--- config.mk ---
export PLATFORM = sky130hd
export DESIGN_NAME = pipe_stall_ctrl
export DESIGN_NICKNAME = d
export VERILOG_FILES = /design/src/rtl/pipe_stall_ctrl_pkg.sv /design/src/rtl/pipe_stall_ctrl_hazard.sv /design/src/rtl/pipe_stall_ctrl.sv
export SDC_FILE = /design/constraint.sdc
export NUM_CORES = 1
export LEC_CHECK = 0
export CORE_UTILIZATION = 34
export CTS_BUF_LIST = sky130_fd_sc_hd__clkbuf_16
export DETAILED_ROUTE_END_ITERATION = 8
export PLACE_DENSITY = 0.8
export SYNTH_ARGS = -nofsm -noshare
export SYNTH_HDL_FRONTEND = slang
export SYNTH_SLANG_ARGS = --single-unit
--- constraint.sdc ---
create_clock -name clk -period 1.75 [get_ports clk]
set_input_delay 0.35 -clock clk [delete_from_list [all_inputs] [get_ports clk]]
set_output_delay 0.35 -clock clk [all_outputs]
set_load 0.02 [all_outputs]
--- src/rtl/pipe_stall_ctrl_pkg.sv ---
// ---------------------------------------------------------------------------
// pipe_stall_ctrl_pkg
//   Shared definitions for the pipeline stall/flush controller: stage bus
//   width and bit indices, controller state encoding, the fixed Stall/Flush
//   response patterns and a saturating 32-bit increment helper.
//   Stage bus bit order is {MEM_WB, EX_MEM, ID_EX, IF_ID, PC}; bit 0 is PC.
// ---------------------------------------------------------------------------
package pipe_stall_ctrl_pkg;

    localparam int STAGE_W    = 5;
    localparam int STG_PC     = 0;
    localparam int STG_IF_ID  = 1;
    localparam int STG_ID_EX  = 2;
    localparam int STG_EX_MEM = 3;
    localparam int STG_MEM_WB = 4;

    typedef logic [STAGE_W-1:0] stage_bus_t;

    typedef enum logic [1:0] {
        CTRL_RUN      = 2'd0,
        CTRL_MEM_WAIT = 2'd1,
        CTRL_ERROR    = 2'd2
    } ctrl_state_e;

    // Memory wait: everything upstream of WB holds, WB gets a bubble so the
    // instruction already retired is not written twice.
    localparam stage_bus_t STALL_MEM  = 5'b01111;
    localparam stage_bus_t FLUSH_MEM  = 5'b10000;
    // Load-use: hold PC and IF/ID, inject one bubble into EX.
    localparam stage_bus_t STALL_LU   = 5'b00011;
    localparam stage_bus_t FLUSH_LU   = 5'b00100;
    // Taken branch: squash the wrong-path fetch sitting in IF/ID.
    localparam stage_bus_t FLUSH_BR   = 5'b00010;
    // Error: freeze the whole pipeline.
    localparam stage_bus_t STALL_ALL  = 5'b11111;

    function automatic logic [31:0] sat_inc32(input logic [31:0] v);
        return (v == 32'hFFFF_FFFF) ? v : v + 32'd1;
    endfunction

endpackage

--- src/rtl/pipe_stall_ctrl_hazard.sv ---
// ---------------------------------------------------------------------------
// pipe_stall_ctrl_hazard
//   Combinational load-use hazard detector. Flags when the instruction in EX
//   is a load to a non-zero register that the instruction in ID reads.
// Ports:
//   ID_Rs_Addr, ID_Rt_Addr   in  source register fields of the ID instruction
//   ID_Uses_Rs, ID_Uses_Rt   in  ID instruction actually reads rs / rt
//   EX_Mem2R                 in  EX instruction is a load
//   EX_Reg_WriteEn           in  EX instruction writes a register
//   EX_Reg_WriteAddr         in  EX destination register
//   load_use_o               out hazard present this cycle
// ---------------------------------------------------------------------------
module pipe_stall_ctrl_hazard (
    input  logic [4:0] ID_Rs_Addr,
    input  logic [4:0] ID_Rt_Addr,
    input  logic       ID_Uses_Rs,
    input  logic       ID_Uses_Rt,
    input  logic       EX_Mem2R,
    input  logic       EX_Reg_WriteEn,
    input  logic [4:0] EX_Reg_WriteAddr,
    output logic       load_use_o
);

    logic rs_hit, rt_hit;

    assign rs_hit = ID_Uses_Rs && (ID_Rs_Addr == EX_Reg_WriteAddr);
    assign rt_hit = ID_Uses_Rt && (ID_Rt_Addr == EX_Reg_WriteAddr);

    // $0 is hardwired zero, so a "load" to it never creates a dependency.
    assign load_use_o = EX_Mem2R && EX_Reg_WriteEn && (EX_Reg_WriteAddr != 5'd0)
                        && (rs_hit || rt_hit);

endmodule

--- src/rtl/pipe_stall_ctrl.sv ---
// ---------------------------------------------------------------------------
// pipe_stall_ctrl
//   Central stall/flush controller for a 5-stage pipeline. Resolves, in
//   priority order, a frozen error state, data-memory waits, load-use
//   hazards and taken branches into per-register hold (Stall) and bubble
//   (Flush) controls. A wait counter bounds consecutive Mem_Busy cycles and
//   traps into a sticky ERROR state when the bound is exceeded.
// Parameters:
//   MEM_TIMEOUT   max consecutive busy cycles tolerated in MEM_WAIT; 0 = off
// Ports:
//   clk, rst            clock; asynchronous active-low reset
//   ID_*                ID-stage source register info
//   EX_*                EX-stage load/writeback info
//   ID_Branch_Taken     branch resolved taken in ID
//   Mem_Busy            data memory not ready for the MEM-stage access
//   Stall, Flush        {MEM_WB,EX_MEM,ID_EX,IF_ID,PC} hold / bubble enables
//   Ctrl_State          0 RUN, 1 MEM_WAIT, 2 ERROR
//   Mem_Timeout         sticky timeout flag
//   Stall_Count         (PIPE_STALL_CTRL_PERF_EN only) saturating count of
//                       cycles with the PC held
// Configuration macro: PIPE_STALL_CTRL_PERF_EN
// ---------------------------------------------------------------------------
module pipe_stall_ctrl
    import pipe_stall_ctrl_pkg::*;
#(
    parameter int MEM_TIMEOUT = 15
) (
    input  logic        clk,
    input  logic        rst,
    input  logic [4:0]  ID_Rs_Addr,
    input  logic [4:0]  ID_Rt_Addr,
    input  logic        ID_Uses_Rs,
    input  logic        ID_Uses_Rt,
    input  logic        EX_Mem2R,
    input  logic        EX_Reg_WriteEn,
    input  logic [4:0]  EX_Reg_WriteAddr,
    input  logic        ID_Branch_Taken,
    input  logic        Mem_Busy,
    output logic [4:0]  Stall,
    output logic [4:0]  Flush,
    output logic [1:0]  Ctrl_State,
    output logic        Mem_Timeout
`ifdef PIPE_STALL_CTRL_PERF_EN
    ,
    output logic [31:0] Stall_Count
`endif
);

    localparam int CNT_W = (MEM_TIMEOUT <= 0) ? 1 : $clog2(MEM_TIMEOUT + 1);
    localparam bit TIMEOUT_EN = (MEM_TIMEOUT != 0);
    localparam logic [CNT_W-1:0] TO_VAL  = CNT_W'(MEM_TIMEOUT);
    localparam logic [CNT_W-1:0] CNT_MAX = '1;

    ctrl_state_e      state_q;
    logic [CNT_W-1:0] cnt_q;
    logic             timeout_q;
    logic             load_use;

    pipe_stall_ctrl_hazard u_hazard (
        .ID_Rs_Addr       (ID_Rs_Addr),
        .ID_Rt_Addr       (ID_Rt_Addr),
        .ID_Uses_Rs       (ID_Uses_Rs),
        .ID_Uses_Rt       (ID_Uses_Rt),
        .EX_Mem2R         (EX_Mem2R),
        .EX_Reg_WriteEn   (EX_Reg_WriteEn),
        .EX_Reg_WriteAddr (EX_Reg_WriteAddr),
        .load_use_o       (load_use)
    );

    // Controller FSM with wait counter and sticky timeout flag.
    always_ff @(posedge clk or negedge rst) begin
        if (!rst) begin
            state_q   <= CTRL_RUN;
            cnt_q     <= '0;
            timeout_q <= 1'b0;
        end else begin
            case (state_q)
                CTRL_RUN: begin
                    if (Mem_Busy) begin
                        state_q <= CTRL_MEM_WAIT;
                        cnt_q   <= CNT_W'(1);
                    end
                end
                CTRL_MEM_WAIT: begin
                    if (!Mem_Busy) begin
                        state_q <= CTRL_RUN;
                        cnt_q   <= '0;
                    end else if (TIMEOUT_EN && (cnt_q == TO_VAL)) begin
                        state_q   <= CTRL_ERROR;
                        timeout_q <= 1'b1;
                    end else if (cnt_q != CNT_MAX) begin
                        // Saturate rather than wrap when the timeout is off.
                        cnt_q <= cnt_q + CNT_W'(1);
                    end
                end
                CTRL_ERROR: ;  // left only through reset
                default: begin
                    state_q <= CTRL_RUN;
                    cnt_q   <= '0;
                end
            endcase
        end
    end

    // Stall/Flush follow Mem_Busy combinationally so the stall ends in the
    // same cycle memory becomes ready. A branch is ignored while IF/ID is
    // held; the held instruction re-raises it once the hold clears.
    always_comb begin
        Stall = '0;
        Flush = '0;
        if (state_q == CTRL_ERROR) begin
            Stall = STALL_ALL;
        end else if (Mem_Busy) begin
            Stall = STALL_MEM;
            Flush = FLUSH_MEM;
        end else if (load_use) begin
            Stall = STALL_LU;
            Flush = FLUSH_LU;
        end else if (ID_Branch_Taken) begin
            Flush = FLUSH_BR;
        end
    end

    assign Ctrl_State  = state_q;
    assign Mem_Timeout = timeout_q;

`ifdef PIPE_STALL_CTRL_PERF_EN
    logic [31:0] stall_cnt_q, stall_cnt_d;

    assign stall_cnt_d = Stall[STG_PC] ? sat_inc32(stall_cnt_q) : stall_cnt_q;

    always_ff @(posedge clk or negedge rst) begin
        if (!rst) stall_cnt_q <= '0;
        else      stall_cnt_q <= stall_cnt_d;
    end

    assign Stall_Count = stall_cnt_q;
`endif

endmodule
Yosys cells after proc, flatten, opt, wreduce, memory -nomap -nowiden
Index checks and enable logic that the tools add are counted.
{ "word_totals": {"word_cells": 42, "reg_bits": 7, "out_inout_bits": 13, "in_bits": 23} }
{ "op_classes": {"bitwise": 1, "n_reduce_logical": 11, "muxes": 16, "eq_ne": 10, "add_sub_neg": 1} }
{ "op_table": {"columns": ["op", "count"], "rows": [
  ["$mux W4", 5],
  ["$mux W5", 3],
  ["$pmux W4 S3", 1],
  ["$eq A5 B5 Y1", 2],
  ["$mux W2", 5],
  ["$ne A3 B3 Y1 const B", 3],
  ["$pmux W2 S3", 1],
  ["$reduce_and A3 Y1", 2],
  ["$logic_and A1 B1 Y1", 5],
  ["$reduce_bool A5 Y1", 1],
  ["$add A4 B1 Y4 const B", 1],
  ["$eq A4 B4 Y1 const B", 1],
  ["$ne A4 B4 Y1 const B", 1],
  ["$reduce_and A4 Y1", 1],
  ["$mux W3", 1],
  ["$eq A2 B1 Y1 const B", 1],
  ["$eq A2 B2 Y1 const B", 1],
  ["$logic_not A2 Y1", 1],
  ["$ne A2 B2 Y1 const B", 1],
  ["$logic_or A1 B1 Y1", 1],
  ["$not A1 Y1", 1]
]} }

Logic depth before layout (Yosys ltp)
Gate-level depths: netlist of run 1.
{ "logic_depth": {"word_depth": 7, "mapped_depth": 5, "mapped_depth_nobuf": 5} }

Modules after synthesis
A second synthesis of run 1 with hierarchy kept.
{ "unflattened": {"cells_unflattened": 61, "area_unflattened_um2": 564.3} }
{ "modules_own_cells": {"columns": ["mod", "cells_per_inst", "n_inst", "area_each_um2", "seq_area_each_um2"], "rows": [
  ["pipe_stall_ctrl", 44, 1, 429.2, 175.2],
  ["pipe_stall_ctrl_hazard", 17, 1, 135.1, 0.0]
]} }

Least setup slack after synthesis of run 1
No wires, ideal clock.
{ "synth_timing": {"path_type": "input port to output port", "from": "input EX_Reg_WriteAddr[4]", "to": "output Stall[1]", "arrival_time_ns": 1.728, "path_buffers": 1, "required_ns": 1.400, "stages": 5, "path_slack_ns": -0.328, "path_cell_list": "xor2_1 -> nor4_1 -> a32oi_1 -> o21ai_0 -> buf_4"} }
{ "synth_between": {"elab_chain_len": 7, "word_cells_on_any_way": 11, "cone_classes": "eq/ne: 2; mux: 3; reduce/logical: 6"} }
{ "synth_rtl": {"columns": ["element", "line_no", "rtl"], "rows": [
  ["start, declared", "pipe_stall_ctrl.sv:36", "input logic [4:0] EX_Reg_WriteAddr,"],
  ["$eq A5 B5 Y1, on equally long branches", "pipe_stall_ctrl_hazard.sv:26, pipe_stall_ctrl_hazard.sv:27", null],
  ["$logic_and A1 B1 Y1, on equally long branches", "pipe_stall_ctrl_hazard.sv:26, pipe_stall_ctrl_hazard.sv:27", null],
  ["$logic_or A1 B1 Y1", "pipe_stall_ctrl_hazard.sv:31", "&& (rs_hit || rt_hit);"],
  ["$logic_and A1 B1 Y1 *", "pipe_stall_ctrl_hazard.sv:31", null],
  ["$mux W2 *", "pipe_stall_ctrl.sv:116", "end else if (load_use) begin"],
  ["$mux W4 *", "pipe_stall_ctrl.sv:113", "end else if (Mem_Busy) begin"],
  ["$mux W5 *", "pipe_stall_ctrl.sv:111", "if (state_q == CTRL_ERROR) begin"],
  ["end, declared", "pipe_stall_ctrl.sv:39", "output logic [4:0] Stall,"]
]} }
Every way passes the cells marked *; elsewhere a longest branch is shown, timed or not.

Worst setup path after layout of run 1
{ "layout_timing": {"from": "input ID_Rs_Addr[2]", "to": "output Stall[0]"} }
{ "layout_between": {"elab_chain_len": 7} }
{ "layout_rtl": {"columns": ["element", "line_no", "rtl"], "rows": [
  ["start, declared", "pipe_stall_ctrl.sv:30", "input logic [4:0] ID_Rs_Addr,"],
  ["$eq A5 B5 Y1", "pipe_stall_ctrl_hazard.sv:26", "assign rs_hit = ID_Uses_Rs && (ID_Rs_Addr == EX_Reg_WriteAddr);"],
  ["$logic_and A1 B1 Y1", "pipe_stall_ctrl_hazard.sv:26", null],
  ["$logic_or A1 B1 Y1", "pipe_stall_ctrl_hazard.sv:31", null],
  ["$logic_and A1 B1 Y1", "pipe_stall_ctrl_hazard.sv:31", null],
  ["$mux W2", "pipe_stall_ctrl.sv:116", null],
  ["$mux W4", "pipe_stall_ctrl.sv:113", null],
  ["$mux W5", "pipe_stall_ctrl.sv:111", null]
]} }
Every way passes these cells.

==> results of run 1 <==
==> worst reg2reg max path: stages, from the launching register on <==
cell	delay, ns
dfrtp_1	0.40
ha_1	0.25
and4_1	0.23
nand2_1	0.13
o21ai_0	0.10
a32o_1	0.21
==> worst paths after layout <==
check / from / end / slack (ns) / cells past startpoint
worst max-delay path: ID_Rs_Addr[2] / Stall[0] / -0.15 / 7
worst min register to register: Mem_Timeout$_DFFE_PN0P_ / Mem_Timeout$_DFFE_PN0P_ / 0.48 / 1
max in group asynchronous: rst / Ctrl_State[0]$_DFFE_PN0P_ / 1.09 / 1
worst max register to register: cnt_q[0]$_DFFE_PN0P_ / cnt_q[1]$_DFFE_PN0P_ / 0.32 / 5
worst min-delay path: rst / Ctrl_State[1]$_DFFE_PN0P_ / 0.39 / 1
min in group clk: Mem_Timeout$_DFFE_PN0P_ / Mem_Timeout$_DFFE_PN0P_ / 0.48 / 1
==> registers in the layout, indices dropped and copies added, names as in the netlist <==
register and count:
cnt_q 4, Ctrl_State 2, Mem_Timeout 1
==> layout make-up <==
type                            count  area, sq um
Clock buffer                        3         75.1
Timing Repair Buffer               44          388
Multi-Input combinational cell     46          390
Tap cell                           15         18.8
Clock inverter                      1         3.75
Sequential cell                     7          176
Fill cell                          93          307
Inverter                            2         7.51
==> per-layer routing <==
metal,part of all wire [%],routed length (um),vias to the layer above
met1,40,633,279
met3,8.4,133,0
met2,52,819,32
met4,0,0,0
li1,-,-,283
met5,0,0,-
==> stage by stage <==
step | setup WS (ns) | util, %
after floorplan | -0.0742 | -
after global placement | -0.978 | 68.4
after detailed placement | -1.04 | 68.4
after CTS | -0.146 | 75.6
after global routing | -0.190 | 77.6
final | -0.146 | 77.6
==> what timing repair did <==
action | 4_1_cts | 5_1_grt
hold endpoints to repair | 0 | 0
setup endpoints to repair | 8 | 7
pin swaps | 15 | 5
cloned | 0 | 0
gates resized for setup | 85 | 17
buffers inserted | 1 | 0
==> Yosys cell counts, types with 2 or more instances <==
cell / n
nand2b_1: 3
nor4_1: 2
xnor2_1: 2
o22ai_1: 2
nand2_1: 5
nor2_1: 4
xor2_1: 8
buf_4: 4
dfrtp_1: 7
o21ai_0: 3
inv_1: 2
==> kinds of logic (layout without fill, tap and decap cells) <==
| group | count (synthesis) | after routing | share of synthesized area (%) |
|---|---|---|---|
| and+or+nand+nor | 22 | 22 | 22.6 |
| AOI/OAI and AO/OA | 10 | 10 | 14.4 |
| xor gates and xnor gates | 10 | 10 | 16.8 |
| DFF | 7 | 7 | 33.7 |
| buffers and inverters | 6 | 50 | 7.21 |
| adders and majority gates | 1 | 1 | 2.40 |
| other | 1 | 2 | 0.720 |
| muxes | 1 | 1 | 2.16 |
==> report_power, final <==
part | switching (mW) | internal (mW)
logic | 0.0830 | 0.0944
clock network | 0.0826 | 0.297
registers | 0.00895 | 0.173
total | 0.175 | 0.564
==> impl_metrics.tcl, run 1 <==
set metrics [dict create \
    outcome "finished, violations left" \
    violations "setup timing" \
    placedCellCount 113 \
    fmax_mhz 528 \
    start_kind "primary input" \
    dieWidth_um 41.1 \
    rows 13 \
    synth_area_leaders "dfrtp_1 (34%), xor2_1 (13%), buf_4 (5.8%), nand2_1 (3.6%), nand2b_1 (3.6%)" \
    peakVddDrop_v 0.000390 \
    drc_errors 0 \
    root_buffer "clkbuf_16" \
    avgSynthCellArea_sq_um 8.97 \
    synth_edf_count 0 \
    cts_made_buffers 3 \
    hold_ws_ns 0.391 \
    cap_violations 0 \
    clock_latency_ns 0.23 \
    power_mw 0.739 \
    antenna_found_initial 0 \
    vias_per_cell 5.03 \
    coreArea_sq_mm 0.00137 \
    use_met2_pct 34.8 \
    leakage_nw 0.515 \
    critPathKind "in -> out" \
    post_dp_cell_area_sq_um 935 \
    routed_wl_mm 1.59 \
    synth_cell_types 27 \
    fin_crit_sh_pct 108 \
    most-common-layout-cells "clkdlybuf4s50_1 (10), buf_4 (10), buf_2 (8)" \
    dr_total_vias 594 \
    async_reset_ff_share_pct 100 \
    finalCriticalPeriod_ns 1.90 \
    worstPathArrival_ns 1.55 \
    port_buffers 33 \
    synth.top_cell.area_share_pct 33.7 \
    instances_no_fill 118 \
    worstPathCellList "buf_6 > xor2_2 > nor4_2 > a32oi_2 > buf_4 > o21ai_4 > buf_6" \
    stdcell_area_sq_mm 0.00106 \
    htree_levels 1 \
    chipHeight_um 41.1 \
    synth_area_leader_cell "dfrtp_1" \
    grt_util_met1_pct 21.5 \
    dp_hpwl_mm 1.12 \
    dr.pass1.iters 4 \
    setup_tns_ns -0.488 \
    cts_sinks 7 \
    crit_buf_inv 3 \
    finalHoldViolCount 0 \
    antenna_cells 0 \
    synthCells 58 \
    use_met3_pct 5.98 \
    clk_pin_slew_ns 0.04 \
    finalNetCount 128 \
    critPathRequiredTime_ns 1.40 \
    wl_per_cell_um 13.4 \
    grt_max_degree 9 \
    grtUsageTotal_pct 20.0 \
    dieArea_sq_mm 0.00169 \
    hold_class "in -> async" \
    crit_path_max_fanout 2 \
    synth-seq-cells 7 \
    rsz0062_at_grt "true" \
    synth_flop_cell "dfrtp_1" \
    cts_tree "done" \
    seq_area_frac_synth_pct 33.7 \
    cpMostUsedCell "buf_6" \
    ant_nets 0 \
    cpMaxStageDelayCell "nor4_2" \
    start_util_pct 38.1 \
    drv_slew 0 \
    drive_gt1_share_pct 44.7 \
    path_delay_family "buffers and inverters" \
    place_congestion 0.679 \
    yosysWarnings 0 \
    clock_skew_ns 0.00230 \
    dr.first_iter.drc_count 4 \
    syn_to_final_growth_pct 104 \
    grt-ovfl-total 0 \
    cts_buffer_depth 2 \
    io_pins 36 \
    grt_pass1_vias 551 \
    busiest_layer "met2" \
    setup_slack_ns -0.146 \
    synth.cell_area_sq_um 520 \
    grt_first_pass_wirelength_mm 2.18 \
    end_kind "output port" \
    p_per_area_mw_per_mm2 697 \
    setup_violations 4 \
    ctsHoldBuffers 0 \
    cpPeakStageDelay_ns 0.32 \
]
(Power assumes the default switching activity.)
==> run 2, diff against run 1 <==
- CTS_CLUSTER_SIZE: not set -> 25
==> results of run 2 <==
No change in the layout: final DEF, timing and power equal those of run 1.
